===== config.mk =====
export PLATFORM = sky130hd
export DESIGN_NAME = fifo_serializer
export DESIGN_NICKNAME = d
export VERILOG_FILES = /design/src/rtl/fifo_serializer.sv
export SDC_FILE = /design/constraint.sdc
export NUM_CORES = 1
export LEC_CHECK = 0
export CORE_ASPECT_RATIO = 1.75
export CORE_MARGIN = 1.5
export CORE_UTILIZATION = 40
export DETAILED_ROUTE_END_ITERATION = 6
export MAX_ROUTING_LAYER = met4
export SYNTH_ARGS = -nofsm -noshare
export SYNTH_HDL_FRONTEND = slang
export SYNTH_SLANG_ARGS = --single-unit

===== constraint.sdc =====
create_clock -name clk_i -period 4.6 [get_ports clk_i]
set_input_delay 0.69 -clock clk_i [delete_from_list [all_inputs] [get_ports clk_i]]
set_output_delay 0.69 -clock clk_i [all_outputs]
set_load 0.05 [all_outputs]

===== src/rtl/fifo_serializer.sv =====
// Pops words from a synchronous FIFO and sends each as a serial frame: start, data LSB first, stop.
// Define FIFO_SER_PARITY_EN to insert an even-parity bit between the data bits and the stop bit.
module fifo_serializer #(
  parameter int unsigned DATA_W  = 4,
  parameter int unsigned CLK_DIV = 4
) (
  input  logic              clk_i,
  input  logic              rst_ni,
  input  logic              tx_en_i,
  input  logic [DATA_W-1:0] fifo_data_i,
  input  logic              fifo_empty_i,
  output logic              fifo_rd_en_o,
  output logic              ser_out_o,
  output logic              busy_o,
  output logic              frame_done_o
);

  localparam int unsigned CntW = $clog2(CLK_DIV) + 1;
  localparam int unsigned BitW = $clog2(DATA_W) + 1;
  localparam logic [CntW-1:0] CntLast = CntW'(CLK_DIV - 1);
  localparam logic [BitW-1:0] BitLast = BitW'(DATA_W - 1);

`ifdef FIFO_SER_PARITY_EN
  typedef enum logic [2:0] {
    StIdle, StPop, StLoad, StStart, StData, StParity, StStop
  } state_e;
`else
  typedef enum logic [2:0] {
    StIdle, StPop, StLoad, StStart, StData, StStop
  } state_e;
`endif

  state_e            state_q, state_d;
  logic [CntW-1:0]   cnt_q, cnt_d;
  logic [BitW-1:0]   bit_q, bit_d;
  logic [DATA_W-1:0] shift_q, shift_d;
  logic              ser_q, ser_d;
  logic              rd_en_q, rd_en_d;
  logic              busy_q, busy_d;
  logic              done_q, done_d;
  logic              bit_end;
  logic              start_ok;
`ifdef FIFO_SER_PARITY_EN
  logic              parity_q, parity_d;
`endif

  assign bit_end  = (cnt_q == CntLast);
  assign start_ok = tx_en_i & ~fifo_empty_i;

  always_comb begin
    state_d  = state_q;
    cnt_d    = cnt_q;
    bit_d    = bit_q;
    shift_d  = shift_q;
`ifdef FIFO_SER_PARITY_EN
    parity_d = parity_q;
`endif
    unique case (state_q)
      StIdle: begin
        if (start_ok) state_d = StPop;
      end
      StPop: state_d = StLoad;
      StLoad: begin
        // FIFO data is valid the cycle after the read strobe.
        shift_d  = fifo_data_i;
`ifdef FIFO_SER_PARITY_EN
        parity_d = ^fifo_data_i;
`endif
        cnt_d    = '0;
        state_d  = StStart;
      end
      StStart: begin
        if (bit_end) begin
          cnt_d   = '0;
          bit_d   = '0;
          state_d = StData;
        end else begin
          cnt_d = cnt_q + CntW'(1);
        end
      end
      StData: begin
        if (bit_end) begin
          cnt_d   = '0;
          shift_d = shift_q >> 1;
          if (bit_q == BitLast) begin
`ifdef FIFO_SER_PARITY_EN
            state_d = StParity;
`else
            state_d = StStop;
`endif
          end else begin
            bit_d = bit_q + BitW'(1);
          end
        end else begin
          cnt_d = cnt_q + CntW'(1);
        end
      end
`ifdef FIFO_SER_PARITY_EN
      StParity: begin
        if (bit_end) begin
          cnt_d   = '0;
          state_d = StStop;
        end else begin
          cnt_d = cnt_q + CntW'(1);
        end
      end
`endif
      StStop: begin
        if (bit_end) begin
          // Chain straight into the next frame when more data is waiting.
          cnt_d   = '0;
          state_d = start_ok ? StPop : StIdle;
        end else begin
          cnt_d = cnt_q + CntW'(1);
        end
      end
      default: state_d = StIdle;
    endcase
  end

  // Outputs are decoded from next-state values so the registered copies line up with state_q.
  always_comb begin
    ser_d = 1'b1;
    case (state_d)
      StStart:  ser_d = 1'b0;
      StData:   ser_d = shift_d[0];
`ifdef FIFO_SER_PARITY_EN
      StParity: ser_d = parity_d;
`endif
      default:  ser_d = 1'b1;
    endcase
    rd_en_d = (state_d == StPop);
    busy_d  = (state_d != StIdle);
    done_d  = (state_d == StStop) && (cnt_d == CntLast);
  end

  always_ff @(posedge clk_i or negedge rst_ni) begin
    if (!rst_ni) begin
      state_q  <= StIdle;
      cnt_q    <= '0;
      bit_q    <= '0;
      shift_q  <= '0;
      ser_q    <= 1'b1;
      rd_en_q  <= 1'b0;
      busy_q   <= 1'b0;
      done_q   <= 1'b0;
`ifdef FIFO_SER_PARITY_EN
      parity_q <= 1'b0;
`endif
    end else begin
      state_q  <= state_d;
      cnt_q    <= cnt_d;
      bit_q    <= bit_d;
      shift_q  <= shift_d;
      ser_q    <= ser_d;
      rd_en_q  <= rd_en_d;
      busy_q   <= busy_d;
      done_q   <= done_d;
`ifdef FIFO_SER_PARITY_EN
      parity_q <= parity_d;
`endif
    end
  end

  assign fifo_rd_en_o = rd_en_q;
  assign ser_out_o    = ser_q;
  assign busy_o       = busy_q;
  assign frame_done_o = done_q;

endmodule


After elaboration in Yosys (flattened, before gate mapping)
Index checks and enable logic that the tools add are counted.

word-level totals
  register bits = 17
  input port bits = 8
  word-level logic and storage cells = 52

cells by class
  $add $sub $neg = 2
  equality and inequality tests = 15
  mux-type cells = 16
  bitwise logic cells = 2
  reductions and logical operators = 8

operators with widths
  operator               number
  $mux W3                9
  $eq A3 B2 Y1 const B   6
  $pmux W3 S6            1
  $eq A3 B3 Y1 const B   4
  $pmux W3 S2            2
  $pmux W4 S2            1
  $add A3 B1 Y3 const B  2
  $eq A3 B1 Y1 const B   2
  $ne A2 B2 Y1 const B   3
  $mux W4                1
  $reduce_and A4 Y1      1
  $reduce_bool A2 Y1     2
  $logic_not A3 Y1       1
  $reduce_bool A3 Y1     1
  $reduce_or A3 Y1       1
  $pmux W1 S2            1
  $reduce_and A2 Y1      1
  $and A1 B1 Y1          1
  $logic_and A1 B1 Y1    1
  $mux W1                1
  $not A1 Y1             1

Longest topological paths before layout
Gate-level depths: netlist of the first run.

  word-level depth = 7
  depth in mapped cells = 7
  depth with buffers taken out = 7

Least setup slack after synthesis of the first run
Ideal clock, no wire load.

  path kind = flip-flop to flip-flop
  start = register cnt_q[0]
  end = register ser_q (netlist: ser_out_o)
  data arrival time = 1.591 ns
  data required time = 4.517 ns
  setup slack = 2.926 ns
  stages on the path, launching flop included = 8
  buffers on the path = 1
  cell sequence = dfrtp_1 -> ha_1 -> nor2b_2 -> buf_6 -> and2_4 -> a221o_1 -> o21ai_1 -> a21oi_1

between the ends
  elaborated cells between the ends (all ways) = 10
  classes of those cells = eq/ne: 3; mux: 7

RTL lines
  item                    line  source
  start, declared         34    logic [CntW-1:0] cnt_q, cnt_d;
  start signal, assigned  152   cnt_q <= cnt_d;
  $eq A3 B2 Y1            47    assign bit_end = (cnt_q == CntLast);
  $mux W4                 82    if (bit_end) begin
  $pmux W4 S2             58    unique case (state_q)
  named net shift_d[0]    36    logic [DATA_W-1:0] shift_q, shift_d;
  $pmux W1 S2             124   case (state_d)
  named net ser_d         37    logic ser_q, ser_d;
  end signal, assigned    155   ser_q <= ser_d;
  end, declared           37

The timed path passes the listed nets, and every way through them passes these cells. The select of a mux whose other input is x is not followed.
A chain may end at the register's enable or synchronous reset.

Worst setup path in the final report of the first run
  start = register ser_q (netlist: ser_out_o)
  end = output port ser_out_o

RTL lines
  item           line  source
  end, declared  13    output logic ser_out_o,

No word-level cell between the ends.

==> impl_metrics.py, run 1 <==
metrics = {
    "run_status": {
        "status": "complete, no violations",
    },
    "yosys": {
        "ys_top_cells_by_area": "dfrtp_1 40%, buf_6 4.5%, nand2_1 4.5%",
        "netlist_top_cells_count": "16 x dfrtp_1, 12 x nand2_1, 6 x a21oi_1",
        "yosys.area.top_type": "dfrtp_1",
        "synth_flop_cell": "dfrtp_1",
        "synth_edf_count": 0,
        "syn_area_per_cell_um2": 10.5,
        "synth_seq_area_share_pct": 42.9,
        "synth-seq-cells": 17,
        "synthArstFlopShare_pct": 100,
        "yosys.area.top_type_share_pct": 40.3,
        "yosysMostFrequentCell": "dfrtp_1",
        "synth_cells": 95,
        "synth_area_um2": 993,
        "yosysUniqueCellTypes": 42,
        "synth_nets": 106,
        "yosys_warnings": 0,
    },
    "setup_path": {
        "path_cells": "clkdlybuf4s50_1",
        "path_buf_inv": 1,
        "path_max_fanout": 1,
        "critical_path.max_stage_delay_ns": 0.79,
        "cp_data_required_time_ns": 3.91,
        "slowest_stage": "clkdlybuf4s50_1",
        "arrival_ns": 1.57,
        "critical_path_class": "register to output port",
        "path_delay_family": "buffers and inverters",
        "end_kind": "output port",
        "worst_setup_path_start_kind": "register",
    },
    "grt": {
        "grt_usage_pct": 15.8,
        "grt_pass1_wl_um": 2900,
        "grt_pass1_vias": 685,
        "grt_antenna_before_repair": 0,
        "grt_start_max_net_pins": 20,
        "grt_overflow": 0,
    },
    "timing": {
        "setup_viol": 0,
        "finalHoldViolations": 0,
        "max_freq_mhz": 442,
        "grt_setup_unrepaired": "no",
        "tightest_slew_ns": 0.777,
        "min_period_ns": 2.26,
        "slew_violations": 0,
        "fin_tns_setup_ns": 0,
        "period_share_pct": 49.2,
        "fin_skew_ns": 0.00703,
        "slew_headroom_pct": 48.0,
    },
    "clock_network": {
        "clk_latency_ns": 0.25,
        "post_cts_resized": 0,
        "cts_setup_buffers": 0,
        "h-tree-depth": 1,
        "cts_buffer_depth": 2,
        "cts_sinks": 17,
        "path_clk_slew_ns": 0.07,
        "cts_hold_buf": 0,
        "cts_tree": "done",
        "cts_inserted_buffers": 3,
        "root_buffer": "clkbuf_8",
    },
    "job": {
        "drv_cap": 0,
    },
    "final_layout": {
        "regArea_um2": 427,
        "antennaDiodeCount": 0,
        "fillers": 220,
        "nets": 116,
        "syn_to_final_growth_pct": 13.2,
        "design_area_um2": 1120,
        "multiInputGateArea_um2": 495,
        "utilization_pct": 48.3,
        "drive_above_1_share_pct": 16.3,
    },
    "power": {
        "ir_drop_mv": 0.307,
        "power_leakage_nw": 0.475,
        "p_per_area_nw_per_um2": 586,
    },
    "floorplan": {
        "die_w_um": 40.7,
        "start_util_pct": 42.6,
        "io_pins": 12,
        "rows": 23,
        "die_h_um": 68.9,
        "dieArea_um2": 2800,
        "coreArea_um2": 2330,
    },
    "placed_design": {
        "io_buffers": 11,
        "dp_hpwl_um": 1330,
        "place.gp.congestion": 0.756,
        "place_area_um2": 1080,
    },
    "drt": {
        "drc_errors": 0,
        "dr_total_vias": 692,
        "drt_iter0_drc": 14,
        "wl_per_cell_um": 14.1,
        "drt-vias-per-instance": 5.36,
        "ant_nets": 0,
        "totalWireLength_um": 1830,
        "drtPass1Iterations": 4,
    },
    "min_path": {
        "hp-class": "register to register",
    },
}
==> metrics by stage <==
stage / setup WS (ns) / power (mW) / instances / hold slack, ns
finish: 2.34 / 0.659 / 129 / 0.477
global route: 2.30 / 0.711 / 129 / 0.508
CTS: 2.32 / 0.668 / 129 / 0.483
detailed placement: 2.50 / 0.555 / 125 / 0.467
global placement: 2.52 / 0.548 / 125 / 0.461
floorplan: 2.93 / 0.507 / 95 / 0.394
==> area by class of cell <==
cell class                 count  share of cell area, %
clock inverter                 1                  0.445
clock buffer                   3                   3.67
timing repair buffer          11                   9.79
inverter                       4                   1.33
multi-input combinational     68                   44.0
sequential                    17                   37.9
tap                           25                   2.78
==> registers in the layout (all words and copies together), names as in the netlist <==
name,cells
bit_q,3
fifo_rd_en_o,1
shift_q,4
ser_out_o,1
cnt_q,3
busy_o,1
frame_done_o,1
state_q,3
==> report_power, final <==
part	internal, mW	total [mW]	switching, mW
sequential	0.198	0.267	0.0688
clock	0.0601	0.111	0.0514
combinational	0.126	0.281	0.155
==> path summary, 6_finish.rpt <==
kind / from / slack [ns] / cells past startpoint / end
hold reg to reg: bit_q[2] / 0.48 / 2 / bit_q[2]
setup reg to reg: state_q[1] / 2.72 / 5 / ser_out_o
hold / removal: bit_q[2] / 0.48 / 2 / bit_q[2]
setup / recovery: ser_out_o / 2.34 / 1 / ser_out_o
min in group asynchronous: rst_ni / 0.89 / 1 / busy_o
max in group asynchronous: rst_ni / 3.22 / 1 / cnt_q[1]
==> routing by layer <==
metal  GRT usage [%]  part of all wire [%]
met5               -                     0
met4            8.75                   1.0
met3            1.92                   1.7
met2            27.2                    56
met1            16.5                    41
==> kinds of logic (layout without fill, tap and decap cells) <==
group	Yosys count	after routing	share of synthesized area [%]
and+or+nand+nor	41	41	27.8
muxes	2	2	2.14
buffers and inverters	10	19	7.18
AOI/OAI and AO/OA	22	22	16.1
DFF	17	17	42.9
adders and majority gates	3	3	3.78
==> layout by cell type, fill, tap and decap left out, types with 2 or more instances in the layout <==
| cell type | n |
|---|---|
| inv_1 | 4 |
| nor3_1 | 3 |
| a21oi_1 | 6 |
| nor3b_4 | 2 |
| nand2_1 | 12 |
| nor2_1 | 4 |
| nor2b_1 | 5 |
| and2_1 | 2 |
| dfrtp_1 | 16 |
| ha_1 | 3 |
| o21ai_1 | 2 |
| clkbuf_8 | 3 |
| a22oi_1 | 2 |
| clkdlybuf4s50_1 | 11 |
| nand2b_1 | 2 |
No activity file was read; power rests on OpenSTA's default activity.
==> run 2: changes to the inputs <==
==> constraint.sdc (replaced) <==
create_clock -name clk_i -period 2.16 [get_ports clk_i]
set_input_delay 0.324 -clock clk_i [delete_from_list [all_inputs] [get_ports clk_i]]
set_output_delay 0.324 -clock clk_i [all_outputs]
set_load 0.05 [all_outputs]
==> impl_metrics.py, run 2 (synthesis gave the netlist of run 1 again) <==
metrics = {
    "timing": {
        "slew_violations": 0,
        "setup_viol": 0,
        "grt_setup_unrepaired": "no",
        "max_freq_mhz": 532,
        "min_period_ns": 1.88,
        "fin_tns_setup_ns": 0,
        "whs_ns": 0.401,
        "tightest_slew_ns": 0.529,
        "period_share_pct": 87.0,
        "finalHoldViolations": 0,
        "slew_headroom_pct": 64.8,
        "fin_skew_ns": 0.00391,
        "setup_ws_ns": 0.281,
    },
    "setup_path": {
        "arrival_ns": 1.56,
        "timing.rr.end": "frame_done_o",
        "crit_start": "ser_out_o",
        "path_max_fanout": 1,
        "cp.depth": 1,
        "end_kind": "output port",
        "r2r_cells": 6,
        "path_cells": "clkdlybuf4s50_1",
        "slowest_stage": "clkdlybuf4s50_1",
        "regToRegStartpoint": "cnt_q[0]",
        "r2r_slack_ns": 0.38,
        "worst_setup_path_start_kind": "register",
        "path_buf_inv": 1,
        "critPathCapture": "ser_out_o",
        "critical_path.max_stage_delay_ns": 0.79,
        "path_delay_family": "buffers and inverters",
        "critical_path_class": "register to output port",
        "cp_data_required_time_ns": 1.84,
    },
    "clock_network": {
        "cts_buffer_depth": 2,
        "cts_tree": "done",
        "root_buffer": "clkbuf_8",
        "clk_latency_ns": 0.25,
        "cts_sinks": 17,
        "cts_inserted_buffers": 3,
        "h-tree-depth": 1,
        "path_clk_slew_ns": 0.07,
        "post_cts_resized": 0,
        "cts_setup_buffers": 0,
        "cts_hold_buf": 0,
    },
    "power": {
        "ir_drop_mv": 0.557,
        "p_per_area_nw_per_um2": 1250,
        "power_leakage_nw": 0.486,
    },
    "final_layout": {
        "largest_reg_flops": 4,
        "final_common_cell": "dfrtp_1",
        "design_area_um2": 1150,
        "top_register": "shift_q",
        "drive_above_1_share_pct": 17.8,
        "fillers": 210,
        "syn_to_final_growth_pct": 15.4,
        "final_cell_mix": "16 x dfrtp_1, 12 x nand2_1, 11 x clkdlybuf4s50_1, 6 x a21oi_1, 5 x nor2b_1",
        "nets": 119,
        "antennaDiodeCount": 0,
        "utilization_pct": 49.2,
    },
    "placed_design": {
        "pre_cts_slack_ns": 0.369,
        "io_buffers": 11,
        "dp_hpwl_um": 1460,
        "place_area_um2": 1100,
        "place.gp.congestion": 0.807,
    },
    "drt": {
        "drt_iter0_drc": 21,
        "drtPass1Iterations": 4,
        "totalWireLength_um": 1910,
        "dr_total_vias": 722,
        "drt-vias-per-instance": 5.47,
        "wl_per_cell_um": 14.5,
        "ant_nets": 0,
        "drc_errors": 0,
    },
    "floorplan": {
        "die_h_um": 68.9,
        "dieArea_um2": 2800,
        "start_util_pct": 42.6,
        "coreArea_um2": 2330,
        "io_pins": 12,
        "rows": 23,
        "die_w_um": 40.7,
    },
    "grt": {
        "grt_pass1_wl_um": 3220,
        "grt_start_max_net_pins": 18,
        "grt_antenna_before_repair": 0,
        "grt_pass1_vias": 704,
        "grt_overflow": 0,
        "grt_usage_pct": 17.5,
    },
    "job": {
        "drv_cap": 0,
    },
    "min_path": {
        "hp-class": "input port to asynchronous set/reset pin",
    },
    "run_status": {
        "status": "complete, no violations",
    },
}
[run 2: layout make-up]
| class | count | area, um2 | share of cell area [%] |
|---|---|---|---|
| tap | 25 | 31.3 | 2.73 |
| multi-input combinational | 68 | 495 | 43.2 |
| clock buffer | 4 | 45.0 | 3.93 |
| inverter | 4 | 15.0 | 1.31 |
| sequential | 17 | 427 | 37.2 |
| timing repair buffer | 14 | 133 | 11.6 |
[run 2: layer usage]
layer	share of wire [%]	wire (um)	up-vias	global-route usage, %
met5	0	0	-	-
met2	52	1000	9	30.0
li1	-	-	361	-
met1	44	840	348	19.5
met3	1.9	37	4	1.92
met4	1.6	31	0	7.50
[run 2: through the flow]
step / instances / power (mW)
6_report: 132 / 1.43
5_1_grt: 132 / 1.55
4_1_cts: 132 / 1.44
3_5_place_dp: 128 / 1.20
3_3_place_gp: 128 / 1.19
2_1_floorplan: 95 / 1.08
[run 2: power by group]
group          internal [mW]  leakage (nW)  switching (mW)
Combinational          0.285         0.252           0.377
Sequential             0.422         0.212           0.110
Clock                  0.131        0.0228           0.106
Total                  0.838         0.486           0.593
[run 2: worst min path at each step]
stage,start,end,slack (ns)
finish,rst_ni,bit_q[2],0.40
global route,rst_ni,fifo_rd_en_o,0.43
CTS,rst_ni,shift_q[3],0.41
detailed placement,shift_q[1],shift_q[1],0.47
global placement,bit_q[2],bit_q[2],0.46
floorplan,rst_ni,bit_q[0],0.03
==> run 3: changes to the inputs <==
--- a/config.mk
+++ b/config.mk
@@ -8,6 +8,7 @@
 export CORE_ASPECT_RATIO = 1.75
 export CORE_MARGIN = 1.5
 export CORE_UTILIZATION = 40
+export CTS_CLUSTER_SIZE = 12
 export DETAILED_ROUTE_END_ITERATION = 6
 export MAX_ROUTING_LAYER = met4
 export SYNTH_ARGS = -nofsm -noshare
==> results of run 3 <==
No change in the layout: final DEF, timing and power equal those of run 2.
